===== src/rtl/eth_rx_if.sv =====
// RMII receive bundle: dibit/carrier input side plus the byte stream and frame status output side.
interface eth_rx_if;
  logic [1:0]  Rxd;
  logic        Crs_Dv;
  logic [9:0]  Eth_Byte;
  logic        Eth_Byte_Valid;
  logic        Frame_Done;
  logic        Crc_Ok;
  logic        Len_Err;
  logic        Align_Err;
  logic [10:0] Frame_Len;

  modport slave (
    input  Rxd, Crs_Dv,
    output Eth_Byte, Eth_Byte_Valid, Frame_Done, Crc_Ok, Len_Err, Align_Err, Frame_Len
  );
  modport master (
    output Rxd, Crs_Dv,
    input  Eth_Byte, Eth_Byte_Valid, Frame_Done, Crc_Ok, Len_Err, Align_Err, Frame_Len
  );
endinterface


===== src/rtl/eth_rx.sv =====
// RMII receiver: preamble/SFD lock, dibit-to-byte assembly, CRC-32 residue check and
// per-frame length/alignment status, emitting bytes with SOP/EOP via a one-byte holding register.
module eth_rx #(
  parameter int pMIN_FRAME = 64,
  parameter int pMAX_FRAME = 1518
) (
  input  logic     Clk,
  input  logic     Rst,
  eth_rx_if.slave  rx
);
  localparam logic [1:0]  S_DROP = 2'd0;
  localparam logic [1:0]  S_IDLE = 2'd1;
  localparam logic [1:0]  S_PRE  = 2'd2;
  localparam logic [1:0]  S_DATA = 2'd3;
  localparam int          CW      = 16;
  localparam logic [CW-1:0] MIN_C = CW'(pMIN_FRAME);
  localparam logic [CW-1:0] MAX_C = CW'(pMAX_FRAME);
  localparam logic [31:0] CRC_RES = 32'hDEBB20E3;

  function automatic logic [31:0] crc_upd(input logic [31:0] c, input logic [7:0] b);
    logic [31:0] r;
    r = c ^ {24'd0, b};
    for (int i = 0; i < 8; i++) r = r[0] ? ((r >> 1) ^ 32'hEDB88320) : (r >> 1);
    return r;
  endfunction

  function automatic logic [10:0] sat_len(input logic [CW-1:0] n);
    return (n > CW'(2047)) ? 11'h7FF : n[10:0];
  endfunction

  logic [1:0]    rxd_q;
  logic          crs_q;
  logic [1:0]    state_q, state_d;
  logic [7:0]    sr_q, sr_d;
  logic [1:0]    dib_q, dib_d;
  logic [CW-1:0] cnt_q, cnt_d;
  logic [31:0]   crc_q, crc_d;
  logic [7:0]    held_q, held_d;
  logic [9:0]    byte_q, byte_d;
  logic          bvld_q, bvld_d;
  logic          done_q, done_d;
  logic          crc_ok_q, crc_ok_d;
  logic          len_err_q, len_err_d;
  logic          align_q, align_d;
  logic [10:0]   flen_q, flen_d;
  logic [7:0]    new_byte;

  // Input stage is not reset so a carrier that stays high across Rst keeps the FSM in DROP.
  always_ff @(posedge Clk) begin
    rxd_q <= rx.Rxd;
    crs_q <= rx.Crs_Dv;
  end

  assign new_byte = {rxd_q, sr_q[7:2]};

  always_comb begin
    state_d   = state_q;
    sr_d      = sr_q;
    dib_d     = dib_q;
    cnt_d     = cnt_q;
    crc_d     = crc_q;
    held_d    = held_q;
    byte_d    = byte_q;
    bvld_d    = 1'b0;
    done_d    = 1'b0;
    crc_ok_d  = crc_ok_q;
    len_err_d = len_err_q;
    align_d   = align_q;
    flen_d    = flen_q;
    case (state_q)
      S_DROP: if (!crs_q) state_d = S_IDLE;
      S_IDLE: begin
        if (crs_q) begin
          if (rxd_q == 2'b01)      state_d = S_PRE;
          else if (rxd_q != 2'b00) state_d = S_DROP;
        end
      end
      S_PRE: begin
        if (!crs_q) state_d = S_IDLE;
        else if (rxd_q == 2'b11) begin
          state_d = S_DATA;
          sr_d    = '0;
          dib_d   = '0;
          cnt_d   = '0;
          crc_d   = 32'hFFFFFFFF;
        end else if (rxd_q != 2'b01) state_d = S_DROP;
      end
      default: begin
        if (!crs_q) begin
          state_d   = S_IDLE;
          done_d    = 1'b1;
          if (cnt_q != '0) begin
            bvld_d = 1'b1;
            byte_d = {cnt_q == CW'(1), 1'b1, held_q};
          end
          crc_ok_d  = (crc_q == CRC_RES) && (dib_q == 2'd0);
          len_err_d = (cnt_q < MIN_C) || (cnt_q > MAX_C);
          align_d   = (dib_q != 2'd0);
          flen_d    = sat_len(cnt_q);
        end else begin
          sr_d  = new_byte;
          dib_d = dib_q + 2'd1;
          if (dib_q == 2'd3) begin
            if (cnt_q == MAX_C) begin
              // Oversize: close the frame on the held byte and ignore the rest of the carrier.
              state_d   = S_DROP;
              bvld_d    = 1'b1;
              byte_d    = {cnt_q == CW'(1), 1'b1, held_q};
              done_d    = 1'b1;
              crc_ok_d  = 1'b0;
              len_err_d = 1'b1;
              align_d   = 1'b0;
              flen_d    = sat_len(cnt_q);
            end else begin
              if (cnt_q != '0) begin
                bvld_d = 1'b1;
                byte_d = {cnt_q == CW'(1), 1'b0, held_q};
              end
              held_d = new_byte;
              crc_d  = crc_upd(crc_q, new_byte);
              cnt_d  = cnt_q + CW'(1);
            end
          end
        end
      end
    endcase
  end

  always_ff @(posedge Clk) begin
    if (Rst) begin
      state_q   <= S_DROP;
      sr_q      <= '0;
      dib_q     <= '0;
      cnt_q     <= '0;
      crc_q     <= 32'hFFFFFFFF;
      held_q    <= '0;
      byte_q    <= '0;
      bvld_q    <= 1'b0;
      done_q    <= 1'b0;
      crc_ok_q  <= 1'b0;
      len_err_q <= 1'b0;
      align_q   <= 1'b0;
      flen_q    <= '0;
    end else begin
      state_q   <= state_d;
      sr_q      <= sr_d;
      dib_q     <= dib_d;
      cnt_q     <= cnt_d;
      crc_q     <= crc_d;
      held_q    <= held_d;
      byte_q    <= byte_d;
      bvld_q    <= bvld_d;
      done_q    <= done_d;
      crc_ok_q  <= crc_ok_d;
      len_err_q <= len_err_d;
      align_q   <= align_d;
      flen_q    <= flen_d;
    end
  end

  assign rx.Eth_Byte       = byte_q;
  assign rx.Eth_Byte_Valid = bvld_q;
  assign rx.Frame_Done     = done_q;
  assign rx.Crc_Ok         = crc_ok_q;
  assign rx.Len_Err        = len_err_q;
  assign rx.Align_Err      = align_q;
  assign rx.Frame_Len      = flen_q;
endmodule


===== src/flat_wrapper.sv =====
// flat-port wrapper written by rule: the top's interface ports become plain ports
module eth_rx_flat 
#(
  parameter int pMIN_FRAME = 64,
  parameter int pMAX_FRAME = 1518
)
  (Clk, Rst, rx_Rxd, rx_Crs_Dv, rx_Eth_Byte, rx_Eth_Byte_Valid, rx_Frame_Done, rx_Crc_Ok, rx_Len_Err, rx_Align_Err, rx_Frame_Len);
  eth_rx_if rx_i ();
  input  logic Clk;
  input  logic Rst;
  input wire logic [$bits(rx_i.Rxd)-1:0] rx_Rxd;
  input wire logic [$bits(rx_i.Crs_Dv)-1:0] rx_Crs_Dv;
  output wire logic [$bits(rx_i.Eth_Byte)-1:0] rx_Eth_Byte;
  output wire logic [$bits(rx_i.Eth_Byte_Valid)-1:0] rx_Eth_Byte_Valid;
  output wire logic [$bits(rx_i.Frame_Done)-1:0] rx_Frame_Done;
  output wire logic [$bits(rx_i.Crc_Ok)-1:0] rx_Crc_Ok;
  output wire logic [$bits(rx_i.Len_Err)-1:0] rx_Len_Err;
  output wire logic [$bits(rx_i.Align_Err)-1:0] rx_Align_Err;
  output wire logic [$bits(rx_i.Frame_Len)-1:0] rx_Frame_Len;
  assign rx_i.Rxd = rx_Rxd;
  assign rx_i.Crs_Dv = rx_Crs_Dv;
  assign rx_Eth_Byte = rx_i.Eth_Byte;
  assign rx_Eth_Byte_Valid = rx_i.Eth_Byte_Valid;
  assign rx_Frame_Done = rx_i.Frame_Done;
  assign rx_Crc_Ok = rx_i.Crc_Ok;
  assign rx_Len_Err = rx_i.Len_Err;
  assign rx_Align_Err = rx_i.Align_Err;
  assign rx_Frame_Len = rx_i.Frame_Len;
  eth_rx #(.pMIN_FRAME(pMIN_FRAME), .pMAX_FRAME(pMAX_FRAME)) u_core (.Clk(Clk), .Rst(Rst), .rx(rx_i));
endmodule

===== config.mk =====
export PLATFORM = sky130hd
export DESIGN_NAME = eth_rx_flat
export DESIGN_NICKNAME = d
export VERILOG_FILES = /design/src/rtl/eth_rx_if.sv /design/src/rtl/eth_rx.sv /design/src/flat_wrapper.sv
export SDC_FILE = /design/constraint.sdc
export NUM_CORES = 1
export LEC_CHECK = 0
export BUFFER_PORTS_ARGS = -buffer_cell sky130_fd_sc_hd__buf_2
export CAP_MARGIN = 20
export CORE_MARGIN = 10
export CORE_UTILIZATION = 50
export CTS_CLUSTER_SIZE = 30
export DETAILED_ROUTE_END_ITERATION = 8
export GPL_ROUTABILITY_DRIVEN = 0
export GPL_TIMING_DRIVEN = 1
export PLACE_DENSITY = 0.75
export SLEW_MARGIN = 0
export SYNTH_ARGS = -nofsm -noshare
export SYNTH_HDL_FRONTEND = slang
export SYNTH_SLANG_ARGS = --single-unit

===== constraint.sdc =====
create_clock -name Clk -period 3.65 [get_ports Clk]
set_input_delay 0 -clock Clk [delete_from_list [all_inputs] [get_ports Clk]]
set_output_delay 0 -clock Clk [all_outputs]
set_load 0.05 [all_outputs]

==> results of run 1 <==
## path summary, 6_finish.rpt
| kind | slack (ns) | startpoint | cells past startpoint | end |
|---|---|---|---|---|
| worst max-delay path | 0.68 | u_core.cnt_q[12]$_SDFFE_PP0P_ | 6 | u_core.crc_q[1]$_SDFFE_PP1P_ |
| worst min-delay path | 0.25 | rx_Crs_Dv | 2 | u_core.crs_q$_DFF_P_ |
| worst max register to register | 0.68 | u_core.cnt_q[12]$_SDFFE_PP0P_ | 6 | u_core.crc_q[1]$_SDFFE_PP1P_ |
| worst min register to register | 0.46 | u_core.rx.Align_Err$_SDFFE_PP0P_ | 2 | u_core.rx.Align_Err$_SDFFE_PP0P_ |
## cells in the final DEF (no fill, tap or decap), types with 9 or more instances in the layout
master / count
a211oi_1: 13
a21oi_1: 23
buf_2: 30
buf_4: 11
clkbuf_8: 9
dfxtp_1: 95
ha_1: 10
inv_1: 11
mux2i_1: 26
nand2_1: 44
nand3_1: 14
nand4_1: 10
nor2_1: 32
nor3_1: 28
o211ai_1: 11
o21ai_0: 15
xnor2_1: 56
xor2_1: 14
## flip-flops by register name (all words and copies together) (netlist names)
register                  flops
u_core.rx.Frame_Done          1
u_core.held_q                 8
u_core.cnt_q                 16
u_core.rxd_q                  2
u_core.crs_q                  1
u_core.state_q                2
u_core.rx.Len_Err             1
u_core.dib_q                  2
u_core.rx.Eth_Byte_Valid      1
u_core.rx.Eth_Byte           10
u_core.sr_q                   6
u_core.rx.Frame_Len          11
u_core.crc_q                 32
u_core.rx.Crc_Ok              1
u_core.rx.Align_Err           1
## cells in the mapped netlist (11+ instances only)
library cell,instances,area [µm²]
o21ai_0,15,75.1
xor2_1,14,123
nand2_1,44,165
nand3_1,14,70.1
nor3_1,28,140
clkbuf_1,26,97.6
a21oi_1,23,115
xnor2_1,56,490
nor2_1,32,120
inv_1,11,41.3
o211ai_1,11,82.6
a211oi_1,13,97.6
mux2i_1,26,260
dfxtp_1,95,1900
## cell families (layout without fill, tap and decap cells)
family                     Yosys count  in the layout  synth area share, %
and+or+nand+nor                    168            168                 17.3
muxes                               27             27                 5.57
DFF                                 95             95                 39.0
buffers and inverters               52             73                 4.77
AOI/OAI and AO/OA                  114            114                 17.5
adders and majority gates           10             10                 2.57
xor gates and xnor gates            72             72                 13.2
## metal layers
layer,up-vias,GRT usage (%)
li1,1982,-
met1,1954,21.7
met2,162,28.3
met3,34,3.19
met4,0,6.26
met5,-,0
## power by group through the flow
stage | Sequential, µW | Combinational [µW] | Clock, µW
after global placement | 1090 | 274 | 0
after detailed placement | 1100 | 287 | 0
final | 1070 | 292 | 687
after CTS | 1070 | 291 | 700
after global routing | 1070 | 319 | 751
after floorplan | 1090 | 224 | 0
## through the flow
step	setup slack, ns	total power (µW)	utilization [%]	std cells	hold slack, ns
after floorplan	1.18	1320	-	538	0.0277
after global placement	0.818	1370	54.5	669	0.104
after detailed placement	0.777	1380	54.5	669	0.104
after CTS	0.725	2060	56.9	688	0.237
after global routing	0.543	2140	56.9	688	0.223
final	0.675	2050	56.9	688	0.249
## area by class of cell
type | count | area (µm²) | area share (%)
clock inverters | 7 | 68.8 | 1.29
well taps | 129 | 161 | 3.03
clock buffers | 9 | 124 | 2.32
repair buffers | 45 | 283 | 5.30
multi-input cells | 391 | 2750 | 51.5
inverters | 12 | 45.0 | 0.845
flip-flops and latches | 95 | 1900 | 35.7
==> summary.md, run 1 <==
| Metric | Value |
|---|---|
| Resize count post-CTS | 0 |
| # rows | 35 |
| Core area | 9370 µm² |
| Tmin final | approximately 3.0 ns |
| Cts hold-fix bufs | 3 |
| TritonCTS Sinks | 95 |
| Cell Chain, Critical Path | or4_1, or3_4, o31ai_4, buf_12, a22oi_1, a211o_1 |
| Port-buffer cells | 30 |
| Post-Route WL | between 10000 and 15000 µm |
| WP data arrival | ~3.2 ns |
| Maxcap violations | 0 |
| Die Wd | 119 µm |
| Max FO, Critical Path | 47 |
| Worst IR Drop VDD | 0.000306 V |
| Sequential share of power | a little over half |
| Psw | slightly above 600 µW |
| Combinational share of power | approximately 14% |
| Asr flop ratio synth | 0% |
| CTS max path bufs | 2 |
| Final Max Tran Viols | 0 |
| Diode count | 0 |
| Vias in the first global route | approximately 4000 |
| Dpl cell area | ~5000 µm² |
| RSZ-0062 raised after global routing | no |
| Clk_lat worst skew | ~0.38 ns |
| TritonCTS clock tree | built |
| Synth Net Count | ~550 |
| Critical Path Sink Type | register |
| Crit path kind | reg -> reg |
| Fmax achieved | between 300 and 400 MHz |
| Area delta synth->final | 9.34% |
| Synth cell types | just under 60 |
| Post-Synthesis Cells | 538 |
| GRT Overall Usage | approximately 17% |
| Num CTS Buffers | 9 |
| Final hold violation count | 0 |
| Clock skew | around 0.015 ns |
| Drt wl/cell | ~18 µm |
| Slew headroom | a little over a third |
| Leading register cell type out of synthesis | dfxtp_1 |
| Die area | around 14000 µm² |
| Routed wire length on met3 | 654 µm |
| Vias/cell | 6.01 |
| LEAKAGE | between 0.002 and 0.0025 µW |
| IO Pins | 31 |
| Count of final setup violators | 0 |
| Mapped cell area | around 4900 µm² |
| Initial Util | approximately 52% |
| Residual DRC | 0 |
| GRT overflow | 0 |
| Clk pin slew, worst setup/hold paths | 0.11 ns |
| Die Y | roughly 120 µm |
| Clk pwr share | roughly a third |
| Pre-antenna DRT Iters | 5 |
| HP Class | in -> reg |
| Initial antenna violation count | 0 |
| 1st-iter DRT viols | roughly 370 |
| CP required | 3.92 ns |
| Fraction of layout cells with a size suffix above 1 | a little over an eighth |
| # fillers | ~860 |
| Critical path's slowest cell | or4_1 |
| Post-layout instance area | around 5300 µm² |
| Post-synth EDFFs | 0 |
| Met1 Wirelength | approximately 5400 µm |
| Switch share | about 30% |
| Post-synthesis sequential area ratio | 39.0% |
| CTS root buffer | clkbuf_8 |
| P_int | between 1000 and 1500 µW |
| WL met2 | ~5800 µm |
| DR top layer | met4 |
| Final Cycle Share | 81.5% |
| Post-Route Setup TNS | 0 ns |
| Nets | about 570 |
| CP top delay family | simple AND/OR/NAND/NOR gates |
| PD cells | about 380 nW/µm² |
| Via count | just over 4000 |
| Post-DRT Antenna Nets | 0 |
| Outcome | complete, no violations |
| CTS HTree Levels | 3 |
| Max incr delay on CP | between 0.7 and 0.8 ns |
| DP HPWL | 8600 µm |
| Worst Tran Pin Value | 0.974 ns |
| Synthesized flop and latch total | 95 |
| WP buf/inv | 1 |
| Largest net degree at the start of global routing | 56 |
| Global-route wire length before repair | just over 20000 µm |
| Avg Cell Area, Syn | 9.06 µm² |
| Setup bufs post-CTS | 0 |
| Synthesis Warnings | 0 |
| Startpoint Class | register |
(Power assumes the default switching activity.)
==> inputs of run 2 (changes only) <==
Clock period 3.65 ns to 3.1 ns, I/O delays scaled along.
==> run 2 against run 1 <==
Non-clock buffer count grew 7. Final cell count grew 1.0%. Count of clock-buffer cells in the layout is the same. Global-route usage grew 0.057 points. Design area grew 0.99%. Routed wire length grew 1.6%. Clock skew grew 0.0068 ns. Critical path depth grew 2. Maximum frequency grew 6.9%. Clock power grew 23%. Largest power group unchanged.
==> summary.md, run 2 (same netlist as run 1, synthesis figures left out) <==
| Metric | Value |
|---|---|
| Clk pwr share | 34.5% (+1.0 points) |
| # fillers | 851 (-0.47%) |
| Count of final setup violators | 0 (unchanged) |
| CP required | 3.37 ns (-0.55 ns) |
| P_int | 1710 µW (+19%) |
| WP data arrival | 3.05 ns (-0.19 ns) |
| Clock skew | 0.0214 ns (+0.00680 ns) |
| Worst R2R Start | u_core.state_q[0]$_SDFFE_PP0P_ |
| GRT overflow | 0 (unchanged) |
| Pre-antenna DRT Iters | 5 (unchanged) |
| Die Wd | 119 µm (unchanged) |
| Fraction of layout cells with a size suffix above 1 | 14.5% (+1.1 points) |
| Outcome | complete, no violations |
| Core area | 9370 µm² (unchanged) |
| Startpoint Class | register |
| Psw | 743 µW (+21%) |
| Post-Route Setup TNS | 0 ns (unchanged) |
| Min-Delay Endpoint | u_core.rxd_q[0]$_DFF_P_ |
| Nets | 576 (+1.2%) |
| Placement Setup Slack | 0.352 ns (-0.425 ns) |
| Most frequent cells in the layout | dfxtp_1, xnor2_1, nand2_1 |
| Worst Hold Depth | 2 (unchanged) |
| Slew headroom | 32.9% (-2.1 points) |
| Crit path kind | reg -> reg |
| Worst reg2reg setup slack | 0.32 ns (-0.36 ns) |
| Post-route worst setup slack | 0.316 ns (-0.359 ns) |
| Post-Route WL | 12300 µm (+1.6%) |
| GRT Overall Usage | 17.2% (+0.057 points) |
| Port-buffer cells | 30 (unchanged) |
| Top reg by flops | u_core.crc_q |
| HP Class | in -> reg |
| Max FO, Critical Path | 19 (-60%) |
| Global-route wire length before repair | 20600 µm (+0.57%) |
| IO Pins | 31 (unchanged) |
| Worst reg2reg endpoint | u_core.crc_q[31]$_SDFFE_PP1P_ |
| Final Max Tran Viols | 0 (unchanged) |
| Area delta synth->final | 10.4% |
| Via count | 4185 (+1.3%) |
| Largest net degree at the start of global routing | 56 (unchanged) |
| Final hold violation count | 0 (unchanged) |
| PD cells | 456 nW/µm² (+18%) |
| LEAKAGE | 0.00205 µW (+1.6%) |
| Max FFs per register | 32 (unchanged) |
| Combinational share of power | 14.2% (about the same) |
| Vias in the first global route | 4078 (+0.82%) |
| Num CTS Buffers | 9 (unchanged) |
| Vias/cell | 6.02 (+0.26%) |
| RSZ-0062 raised after global routing | no |
| Post-DRT Antenna Nets | 0 (unchanged) |
| Worst Tran Pin Value | 1.01 ns (+0.0319 ns) |
| Reg2reg path depth | 8 (+2) |
| TritonCTS clock tree | built |
| Critical Path Sink Type | register |
| CTS HTree Levels | 3 (unchanged) |
| Maxcap violations | 0 (unchanged) |
| Final Cycle Share | 89.8% (+8.3 points) |
| CTS max path bufs | 2 (unchanged) |
| Switch share | 30.3% (+0.42 points) |
| Residual DRC | 0 (unchanged) |
| # rows | 35 (unchanged) |
| Diode count | 0 (unchanged) |
| Tmin final | 2.78 ns (-0.191 ns) |
| Drt wl/cell | 17.7 µm (+0.59%) |
| 1st-iter DRT viols | 420 (+13%) |
| Setup bufs post-CTS | 0 (unchanged) |
| Die Y | 119 µm (unchanged) |
| Fmax achieved | 359 MHz (+6.9%) |
| Clk pin slew, worst setup/hold paths | 0.12 ns (about the same) |
| Worst IR Drop VDD | 0.000261 V (-15%) |
| Initial antenna violation count | 0 (unchanged) |
| TritonCTS Sinks | 95 (unchanged) |
| Die area | 14100 µm² (unchanged) |
| Most common cell after layout, fill and taps aside | dfxtp_1 |
| Sequential share of power | 51.3% (-0.9 points) |
| Hold Startpoint | rx_Rxd[0] |
| Clk_lat worst skew | 0.38 ns (about the same) |
| CTS root buffer | clkbuf_8 |
| DP HPWL | 8560 µm (-0.47%) |
| Initial Util | 52.0% (unchanged) |
run 2: cell types whose count changed in the layout (fill, tap and decap cells not counted), sizes merged:
cell,previous run,this run
buf,42,49
clkinv,3,2
inv,16,17
run 2: worst max-delay path by stage:
stage                                        start                             to  slack (ns)  depth (start not counted)
detailed placement  u_core.state_q[0]$_SDFFE_PP0P_  u_core.crc_q[31]$_SDFFE_PP1P_        0.35                          8
global route        u_core.state_q[0]$_SDFFE_PP0P_  u_core.crc_q[31]$_SDFFE_PP1P_        0.14                          8
floorplan           u_core.state_q[0]$_SDFFE_PP0P_  u_core.cnt_q[14]$_SDFFE_PP0P_        0.63                          7
finish              u_core.state_q[0]$_SDFFE_PP0P_  u_core.crc_q[31]$_SDFFE_PP1P_        0.32                          8
CTS                 u_core.state_q[0]$_SDFFE_PP0P_  u_core.crc_q[31]$_SDFFE_PP1P_        0.36                          8
global placement    u_core.state_q[0]$_SDFFE_PP0P_  u_core.crc_q[31]$_SDFFE_PP1P_        0.47                          8
run 2: power by group through the flow:
stage	combinational (µW)	sequential [µW]	clock (µW)
5_1_grt	384	1260	909
3_3_place_gp	333	1280	0
4_1_cts	347	1260	859
6_report	349	1260	846
2_1_floorplan	263	1290	0
3_5_place_dp	342	1290	0
run 2: critical path: stages (launching register included):
cell and delay, ns:
dfxtp_1 0.40, inv_1 0.08, ha_1 0.28, or3b_2 0.50, a211oi_1 0.47, o31a_1 0.39
buf_4 0.30, and3_1 0.18, o21ai_0 0.06
run 2: timing repair:
| action | 4_1_cts | 5_1_grt |
|---|---|---|
| gates resized for setup | 0 | 0 |
| hold endpoints to repair | 3 | 0 |
| hold buffers | 3 | 0 |
run 2: per-layer routing:
metal	track usage (%)	vias to the layer above	wire length (µm)
li1	-	2002	-
met1	21.5	1993	5320
met2	28.5	162	5910
met3	3.38	28	776
met4	6.26	0	268
met5	0	-	0
run 2: area by class of cell:
| type | count | area (µm²) | share of cell area (%) |
|---|---|---|---|
| inverters | 12 | 45.0 | 0.837 |
| clock buffers | 9 | 124 | 2.30 |
| multi-input cells | 391 | 2750 | 51.0 |
| flip-flops and latches | 95 | 1900 | 35.3 |
| well taps | 129 | 161 | 3.00 |
| clock inverters | 7 | 81.3 | 1.51 |
| repair buffers | 52 | 323 | 6.00 |
run 2: through the flow:
step	utilization, %	instance area (µm²)	instances	hold slack, ns	total power [µW]
3_3_place_gp	54.9	5150	676	0.104	1620
6_report	57.4	5380	695	0.248	2450
5_1_grt	57.4	5380	695	0.256	2550
4_1_cts	57.4	5380	695	0.238	2460
2_1_floorplan	-	4880	538	0.0277	1550
3_5_place_dp	54.9	5150	676	0.104	1630
